`config.mk`:
```
export PLATFORM = sky130hd
export DESIGN_NAME = bcd_operand_entry
export DESIGN_NICKNAME = d
export VERILOG_FILES = /design/src/rtl/bcd_operand_entry.sv
export SDC_FILE = /design/constraint.sdc
export NUM_CORES = 1
export LEC_CHECK = 0
export CELL_PAD_IN_SITES_DETAIL_PLACEMENT = 0
export CELL_PAD_IN_SITES_GLOBAL_PLACEMENT = 2
export CORE_ASPECT_RATIO = 0.8
export CORE_UTILIZATION = 35
export CTS_CLUSTER_SIZE = 12
export DETAILED_ROUTE_END_ITERATION = 10
export PLACE_DENSITY = 0.9
export SETUP_SLACK_MARGIN = 0.5
export SKIP_CTS_REPAIR_TIMING = 1
export SLEW_MARGIN = 25
export SYNTH_ARGS = -nofsm -noshare
export SYNTH_HDL_FRONTEND = slang
export SYNTH_SLANG_ARGS = --single-unit
```
`constraint.sdc`:
```
create_clock -name clk -period 6.45 [get_ports clk]
set_input_delay 1.29 -clock clk [delete_from_list [all_inputs] [get_ports clk]]
set_output_delay 1.29 -clock clk [all_outputs]
set_load 0.1 [all_outputs]
```
`src/rtl/bcd_operand_entry.sv`:
```
// Keypad front end for the BCD add/subtract ALU: builds signed 2-digit BCD operands and opcode, then shows the result.
// Optional build macro REPEAT_EQUALS_EN: '=' in SHOW repeats the last operation with op1 = previous result.
module bcd_operand_entry #(
  parameter int unsigned CALC_WAIT = 1
) (
  input  logic       clk,
  input  logic       nRst,
  input  logic       key_valid,
  input  logic [3:0] key_code,
  input  logic [8:0] result_in,
  input  logic       o_flag_in,
  output logic [8:0] op1,
  output logic [8:0] op2,
  output logic [2:0] opcode,
  output logic       calc_req,
  output logic       busy,
  output logic       err,
  output logic [8:0] display
);

  // Handshake: key_valid is a one-cycle strobe with no back-pressure; a key arriving
  // while it cannot be used (CALC, ERROR, full digit count) is simply dropped.
  typedef enum logic [2:0] {ENTER_OP1, ENTER_OP2, CALC, SHOW, ERROR} state_t;

  localparam logic [3:0] WAIT_LAST = 4'(CALC_WAIT - 1);
  localparam logic [2:0] OPC_NONE  = 3'b000;
  localparam logic [2:0] OPC_ADD   = 3'b001;
  localparam logic [2:0] OPC_SUB   = 3'b010;

  state_t     state, state_n;
  logic [1:0] cnt1, cnt1_n, cnt2, cnt2_n;
  logic [3:0] wait_cnt, wait_cnt_n;
  logic [8:0] op1_n, op2_n, res, res_n, display_n;
  logic [2:0] opcode_n, key_opcode;
  logic       calc_req_n;
  logic       is_digit, is_pm, is_eq, is_clr, is_neg;

  assign is_digit   = key_valid && (key_code <= 4'd9);
  assign is_pm      = key_valid && ((key_code == 4'd10) || (key_code == 4'd11));
  assign is_eq      = key_valid && (key_code == 4'd12);
  assign is_clr     = key_valid && (key_code == 4'd13);
  assign is_neg     = key_valid && (key_code == 4'd14);
  assign key_opcode = (key_code == 4'd10) ? OPC_ADD : OPC_SUB;

  always_comb begin
    state_n    = state;
    op1_n      = op1;
    op2_n      = op2;
    cnt1_n     = cnt1;
    cnt2_n     = cnt2;
    opcode_n   = opcode;
    res_n      = res;
    wait_cnt_n = wait_cnt;
    calc_req_n = 1'b0;
    if (is_clr) begin
      state_n    = ENTER_OP1;
      op1_n      = '0;
      op2_n      = '0;
      cnt1_n     = '0;
      cnt2_n     = '0;
      opcode_n   = OPC_NONE;
      res_n      = '0;
      wait_cnt_n = '0;
    end else begin
      case (state)
        ENTER_OP1: begin
          if (is_digit && cnt1 != 2'd2) begin
            op1_n  = {op1[8], op1[3:0], key_code};
            cnt1_n = cnt1 + 2'd1;
          end else if (is_neg && op1[7:0] != 8'h00) begin
            op1_n[8] = ~op1[8];
          end else if (is_pm) begin
            opcode_n = key_opcode;
            op2_n    = '0;
            cnt2_n   = '0;
            state_n  = ENTER_OP2;
          end
        end
        ENTER_OP2: begin
          if (is_digit && cnt2 != 2'd2) begin
            op2_n  = {op2[8], op2[3:0], key_code};
            cnt2_n = cnt2 + 2'd1;
          end else if (is_neg && op2[7:0] != 8'h00) begin
            op2_n[8] = ~op2[8];
          end else if (is_pm && cnt2 == 2'd0) begin
            opcode_n = key_opcode;
          end else if (is_eq) begin
            // op2 is already zero when no digits were typed (negate never marks zero).
            state_n    = CALC;
            calc_req_n = 1'b1;
            wait_cnt_n = '0;
          end
        end
        CALC: begin
          if (wait_cnt == WAIT_LAST) begin
            res_n   = result_in;
            state_n = o_flag_in ? ERROR : SHOW;
          end else begin
            wait_cnt_n = wait_cnt + 4'd1;
          end
        end
        SHOW: begin
          if (is_digit) begin
            op1_n    = {5'b0, key_code};
            cnt1_n   = 2'd1;
            op2_n    = '0;
            cnt2_n   = '0;
            opcode_n = OPC_NONE;
            state_n  = ENTER_OP1;
          end else if (is_pm) begin
            op1_n    = res;
            cnt1_n   = 2'd2;
            opcode_n = key_opcode;
            op2_n    = '0;
            cnt2_n   = '0;
            state_n  = ENTER_OP2;
`ifdef REPEAT_EQUALS_EN
          end else if (is_eq) begin
            op1_n      = res;
            cnt1_n     = 2'd2;
            state_n    = CALC;
            calc_req_n = 1'b1;
            wait_cnt_n = '0;
`endif
          end
        end
        ERROR: ;
        default: state_n = ENTER_OP1;
      endcase
    end

    case (state_n)
      ENTER_OP1: display_n = op1_n;
      ENTER_OP2: display_n = (cnt2_n != 2'd0) ? op2_n : op1_n;
      CALC:      display_n = op2_n;
      SHOW:      display_n = res_n;
      default:   display_n = '0;
    endcase
  end

  always_ff @(posedge clk or negedge nRst) begin
    if (!nRst) begin
      state    <= ENTER_OP1;
      op1      <= '0;
      op2      <= '0;
      cnt1     <= '0;
      cnt2     <= '0;
      opcode   <= OPC_NONE;
      res      <= '0;
      wait_cnt <= '0;
      calc_req <= 1'b0;
      busy     <= 1'b0;
      err      <= 1'b0;
      display  <= '0;
    end else begin
      state    <= state_n;
      op1      <= op1_n;
      op2      <= op2_n;
      cnt1     <= cnt1_n;
      cnt2     <= cnt2_n;
      opcode   <= opcode_n;
      res      <= res_n;
      wait_cnt <= wait_cnt_n;
      calc_req <= calc_req_n;
      busy     <= (state_n == CALC);
      err      <= (state_n == ERROR);
      display  <= display_n;
    end
  end

endmodule

```
* Word level (Yosys, flattened, before mapping)
Index checks and enable logic that the tools add are counted.
Storage, ports and cells: input bits 17, output and inout bits 33, flip-flop bits (word level) 53, word-level logic and storage cells 135
Cells by class: magnitude comparators 1, bitwise logic cells 2, eq/ne operators 25, reductions and logical operators 24, multiplexer cells 68, add/sub/neg operators 3
Operators with widths (count):
- 2-to-1 mux 9 bit | 12
- 2-to-1 mux 3 bit | 19
- case mux 9 bit (4 select lines) | 1
- inequality test 3 bit (second input constant) | 9
- case mux 9 bit (3 select lines) | 1
- 2-to-1 mux 4 bit | 6
- 2-to-1 mux 2 bit | 11
- equality test 4 bit (second input constant) | 5
- case mux 9 bit (2 select lines) | 1
- 2-to-1 mux 8 bit | 2
- nonzero test 8 bit | 2
- case mux 3 bit (5 select lines) | 1
- equality test 3 x 2 -> 1 bit (second input constant) | 4
- AND reduction 6 bit | 2
- logical AND 1 bit | 10
- 2-to-1 mux 1 bit | 10
- case mux 3 bit (3 select lines) | 1
- case mux 4 bit (2 select lines) | 1
- equality test 3 x 1 -> 1 bit (second input constant) | 2
- equality test 3 bit (second input constant) | 2
- logical NOT 3 bit | 2
- case mux 2 bit (3 select lines) | 1
- nonzero test 3 bit | 2
- adder 2 x 1 -> 2 bit (second input constant) | 2
- 12 further kinds | 14

* Logic depth before layout (Yosys ltp)
word-level depth 11, mapped depth 10, depth with buffers taken out 9

* Worst setup path after synthesis
Ideal clock, no wire load.
path type input-to-reg, from input port key_code[0], to register display[6], required time 6306 ps, stages on the path 7, setup slack 3273 ps, arrival 3033 ps, path buffers 1, setup time 144 ps, cells stage by stage clkbuf_1 > or3_1 > or3b_1 > a211o_1 > nor2b_4 > a21oi_4 > o221ai_1
On the way: cells in the longest elaborated chain, start to end 11, elaborated cells on any way between the ends 54, classes of those cells order compare: 1; eq/ne: 8; mux: 32; reduce/logical: 13
Ends and longest elaborated chain:
- from (decl) | line 9 | input logic [3:0] key_code,
- equality test 4 bit | line 39 | assign is_pm = key_valid && ((key_code == 4'd10) || (key_code == 4'd11));
- logical OR 1 bit | line 39
- logical AND 1 bit | line 39
- logical AND 1 bit or 2-to-1 mux 2 bit (tied branches) | line 85, 72, 110
- 2-to-1 mux 3 bit or 2-to-1 mux 2 bit (tied branches) | line 85, 70
- 2-to-1 mux 3 bit or 2-to-1 mux 2 bit (tied branches) | line 83, 67
- 2-to-1 mux 3 bit or case mux 2 bit (3 select lines) (tied branches) | line 80, 65
- case mux 3 bit (5 select lines) or 2-to-1 mux 2 bit (tied branches) | line 65, 55
- 2-to-1 mux 3 bit or nonzero test 2 bit (tied branches) | line 55, 134
- equality test 3 x 2 -> 1 bit (tied with other cells) | line 132 | case (state_n)
- case mux 9 bit (4 select lines) * | line 132
- named net display_n[6] | line 33 | logic [8:0] op1_n, op2_n, res, res_n, display_n;
- to (signal assigned) | line 167 | display <= display_n;
- to (decl) | line 18 | output logic [8:0] display
Mark *: on every way through the listed nets, which the timed path passes. The rest lies on a longest branch. A chain may end at the register's enable or synchronous reset.

* Final worst setup path
from input port key_valid, to register display[2]
On the way: cells in the longest elaborated chain, start to end 9, elaborated cells on any way between the ends 47, classes of those cells eq/ne: 3; mux: 32; reduce/logical: 12
Ends and longest elaborated chain:
- from (decl) | line 8 | input logic key_valid,
- logical AND 1 bit, on equally long branches | line 39, 42
- 2-to-1 mux 2 bit or logical AND 1 bit (tied branches) | line 72, 110, 70
- 2-to-1 mux 2 bit | line 70 | end else if (is_neg && op1[7:0] != 8'h00) begin
- 2-to-1 mux 2 bit | line 67 | if (is_digit && cnt1 != 2'd2) begin
- case mux 2 bit (3 select lines) | line 65 | case (state)
- 2-to-1 mux 2 bit * | line 55 | if (is_clr) begin
- named net cnt2_n[1] | line 31 | logic [1:0] cnt1, cnt1_n, cnt2, cnt2_n;
- nonzero test 2 bit * | line 134 | ENTER_OP2: display_n = (cnt2_n != 2'd0) ? op2_n : op1_n;
- 2-to-1 mux 9 bit * | line 134
- case mux 9 bit (4 select lines) * | line 132
- named net display_n[2] | line 33
Marks and branches as above.

==> reports/qor.csv <==
stage,metric,value,unit
final_layout,cell area after layout,3460,um^2
final_layout,share of cells above drive strength 1,0.0647,
status,status,finished clean,
global_routing,number of global-route vias before repair,2363,
critical_path,WS Path Type,input port to flip-flop,
timing,Final period util,0.635,
global_routing,routing usage on met3,0.0417,
cts,total CTS buffers,5,
yosys,synth top area cells,"dfrtp_1 48%, nand2_1 4.6%, inv_1 3.2%",
yosys,Seq cells post-synth,53,
critical_path,worst path required time,6.66,ns
floorplan,Row Count,28,
min_path,hold crit path type,flip-flop to flip-flop,
cts,"Clk Latency, worst-skew pair",0.31,ns
cts,CTS tree,built,
yosys,Synth Cell Area,2780,um^2
placed_design,Placed Area,3360,um^2
yosys,post-synthesis sequential area ratio,0.477,
global_routing,met2 Use GR,0.285,
timing,endpoints failing setup,0,
routing,"wirelength, routed",7.96,mm
floorplan,core box area,7530,um^2
global_routing,grt met1 use,0.318,
routing,vias,2444,
timing,Worst Skew,0.0123,ns
placed_design,# port buffers,49,
cts,CTS root buf,clkbuf_8,
yosys,syn_area_per_cell,9.42,um^2
floorplan,die area,8300,um^2
routing,residual DRC count,0,
routing,drt pass-1 iters,4,
floorplan,initial core utilization,0.369,
flow_run,max cap viols,0,
global_routing,largest net degree at the start of global routing,54,
placed_design,hpwl dp,5.82,mm
routing,DRT iter0 DRCs,274,
yosys,Post-Synthesis Net Count,317,
critical_path,critical path capture point type,flip-flop,
routing,vias per inst,5.49,
yosys,synth unique cells,55,
final_layout,nets,361,
cts,clock buffer depth,2,
cts,clk slew on worst S/H paths,0.09,ns
routing,Post-DRT Antenna Nets,0,
timing,crit path time final,4.09,ns
timing,FMAX,0.244,GHz
global_routing,initial antenna violation count,0,
yosys,"EDFF count, synth",0,
critical_path,worst-path maximum fanout,11,
yosys,Synth Flop Type,dfrtp_1,
global_routing,GRT Total Usage,0.204,
floorplan,# IOs,50,
yosys,post-synthesis cell count,295,
yosys,"FFs w/ async S/R, synth",1.00,
yosys,yosys warns,0,
routing,routed len/inst,17.9,um
timing,max_slew headroom,0.346,
critical_path,startpoint types,input port,
critical_path,crit path DAT,4.30,ns
cts,clock sinks,53,
yosys,most instantiated library cell after synthesis,dfrtp_1,
final_layout,Finished Layout Cells,445,
final_layout,antenna cell count,0,
yosys,Synth area leader,dfrtp_1,
timing,Pins Over Slew Limit,0,
timing,final hold viol count,0,
global_routing,GR Overflow Total,0,
floorplan,Die H,81.7,um
placed_design,placed cells,437,
final_layout,synth-to-layout area growth,24.6,%
floorplan,chip width,102,um
global_routing,first-pass GRT wire length,12.8,mm
timing,RSZ-0062 raised after global routing,false,
yosys,Synth top cells by count,"53 x dfrtp_1, 34 x nand2_1, 24 x inv_1, 15 x a21oi_1, 15 x nand3_1",
timing,worst slew pin tran,0.978,ns
yosys,Synth top area share,0.477,
cts,htree depth,2,
timing,Final TNS setup,0,ns
placed_design,GPL Wtd Cong,0.881,
global_routing,gr busiest metal,met1,
==> critical path, stage by stage <==
cell and delay, ns:
clkdlybuf4s50_1 0.72, a21boi_0 0.51, nand2_1 0.19, a21oi_1 0.29
o311ai_0 0.28, o21ai_0 0.42, nand2_1 0.29, o221ai_1 0.31
==> final timing paths <==
kind | end | startpoint | cells after the start | slack (ns)
worst max-delay path | display[2] | key_valid | 8 | 2.36
worst min-delay path | opcode[2] | opcode[2] | 1 | 0.53
worst max register to register | display[2] | state[0] | 7 | 3.43
worst min register to register | opcode[2] | opcode[2] | 1 | 0.53
max in group asynchronous | op1[7] | nRst | 2 | 4.91
min in group asynchronous | opcode[1] | nRst | 2 | 1.10
==> sequential cells by signal (all words and copies together), names as in the netlist <==
| signal | flops |
|---|---|
| display | 9 |
| op1 | 9 |
| op2 | 9 |
| res | 9 |
| wait_cnt | 4 |
| opcode | 3 |
| state | 3 |
| cnt1 | 2 |
| cnt2 | 2 |
| busy | 1 |
| calc_req | 1 |
| err | 1 |
==> through the flow <==
stage | hold slack (ns) | util | setup slack [ns]
after floorplan | 0.496 | - | 3.27
after global placement | 0.497 | 0.446 | 1.88
after detailed placement | 0.505 | 0.447 | 2.09
after CTS | 0.527 | 0.459 | 2.41
after global routing | 0.560 | 0.459 | 2.17
final | 0.527 | 0.459 | 2.36
==> layer usage <==
| layer | up-vias | wire (um) |
|---|---|---|
| li1 | 1162 | - |
| met1 | 1199 | 4010 |
| met2 | 78 | 3350 |
| met3 | 5 | 543 |
| met4 | 0 | 52 |
| met5 | - | 0 |
==> area by class of cell <==
| cell class | count | area [um^2] |
|---|---|---|
| Clock inverter | 2 | 13.8 |
| Fill cell | 735 | 4070 |
| Timing Repair Buffer | 53 | 515 |
| Tap cell | 105 | 131 |
| Multi-Input combinational cell | 202 | 1300 |
| Inverter | 24 | 90.1 |
| Sequential cell | 53 | 1330 |
| Clock buffer | 6 | 82.6 |
==> cell usage in the layout, fill, tap and decap left out, types with 6 or more instances in the layout <==
master           netlist  layout
a21oi_1               15      15
o21ai_0               11      11
clkbuf_8               0       6
a22oi_1               10      10
inv_1                 24      24
o211ai_1               7       7
o221ai_1               8       8
nor2_1                14      14
dfrtp_1               53      53
nand2_1               34      34
clkdlybuf4s50_1        0      48
nand3_1               15      15
==> kinds of logic after synthesis <==
kind of cell / synth area share
flip-flops: 0.477
XOR/XNOR: 0.0126
AND/OR/NAND/NOR: 0.201
adder cells (fa/ha/maj): 0.0225
buffers and inverters: 0.0563
multiplexers: 0.0113
AO/OA/AOI/OAI: 0.218
Power is not shown: default switching activity piles up to over one toggle a cycle in this logic, so the estimate is an artifact.
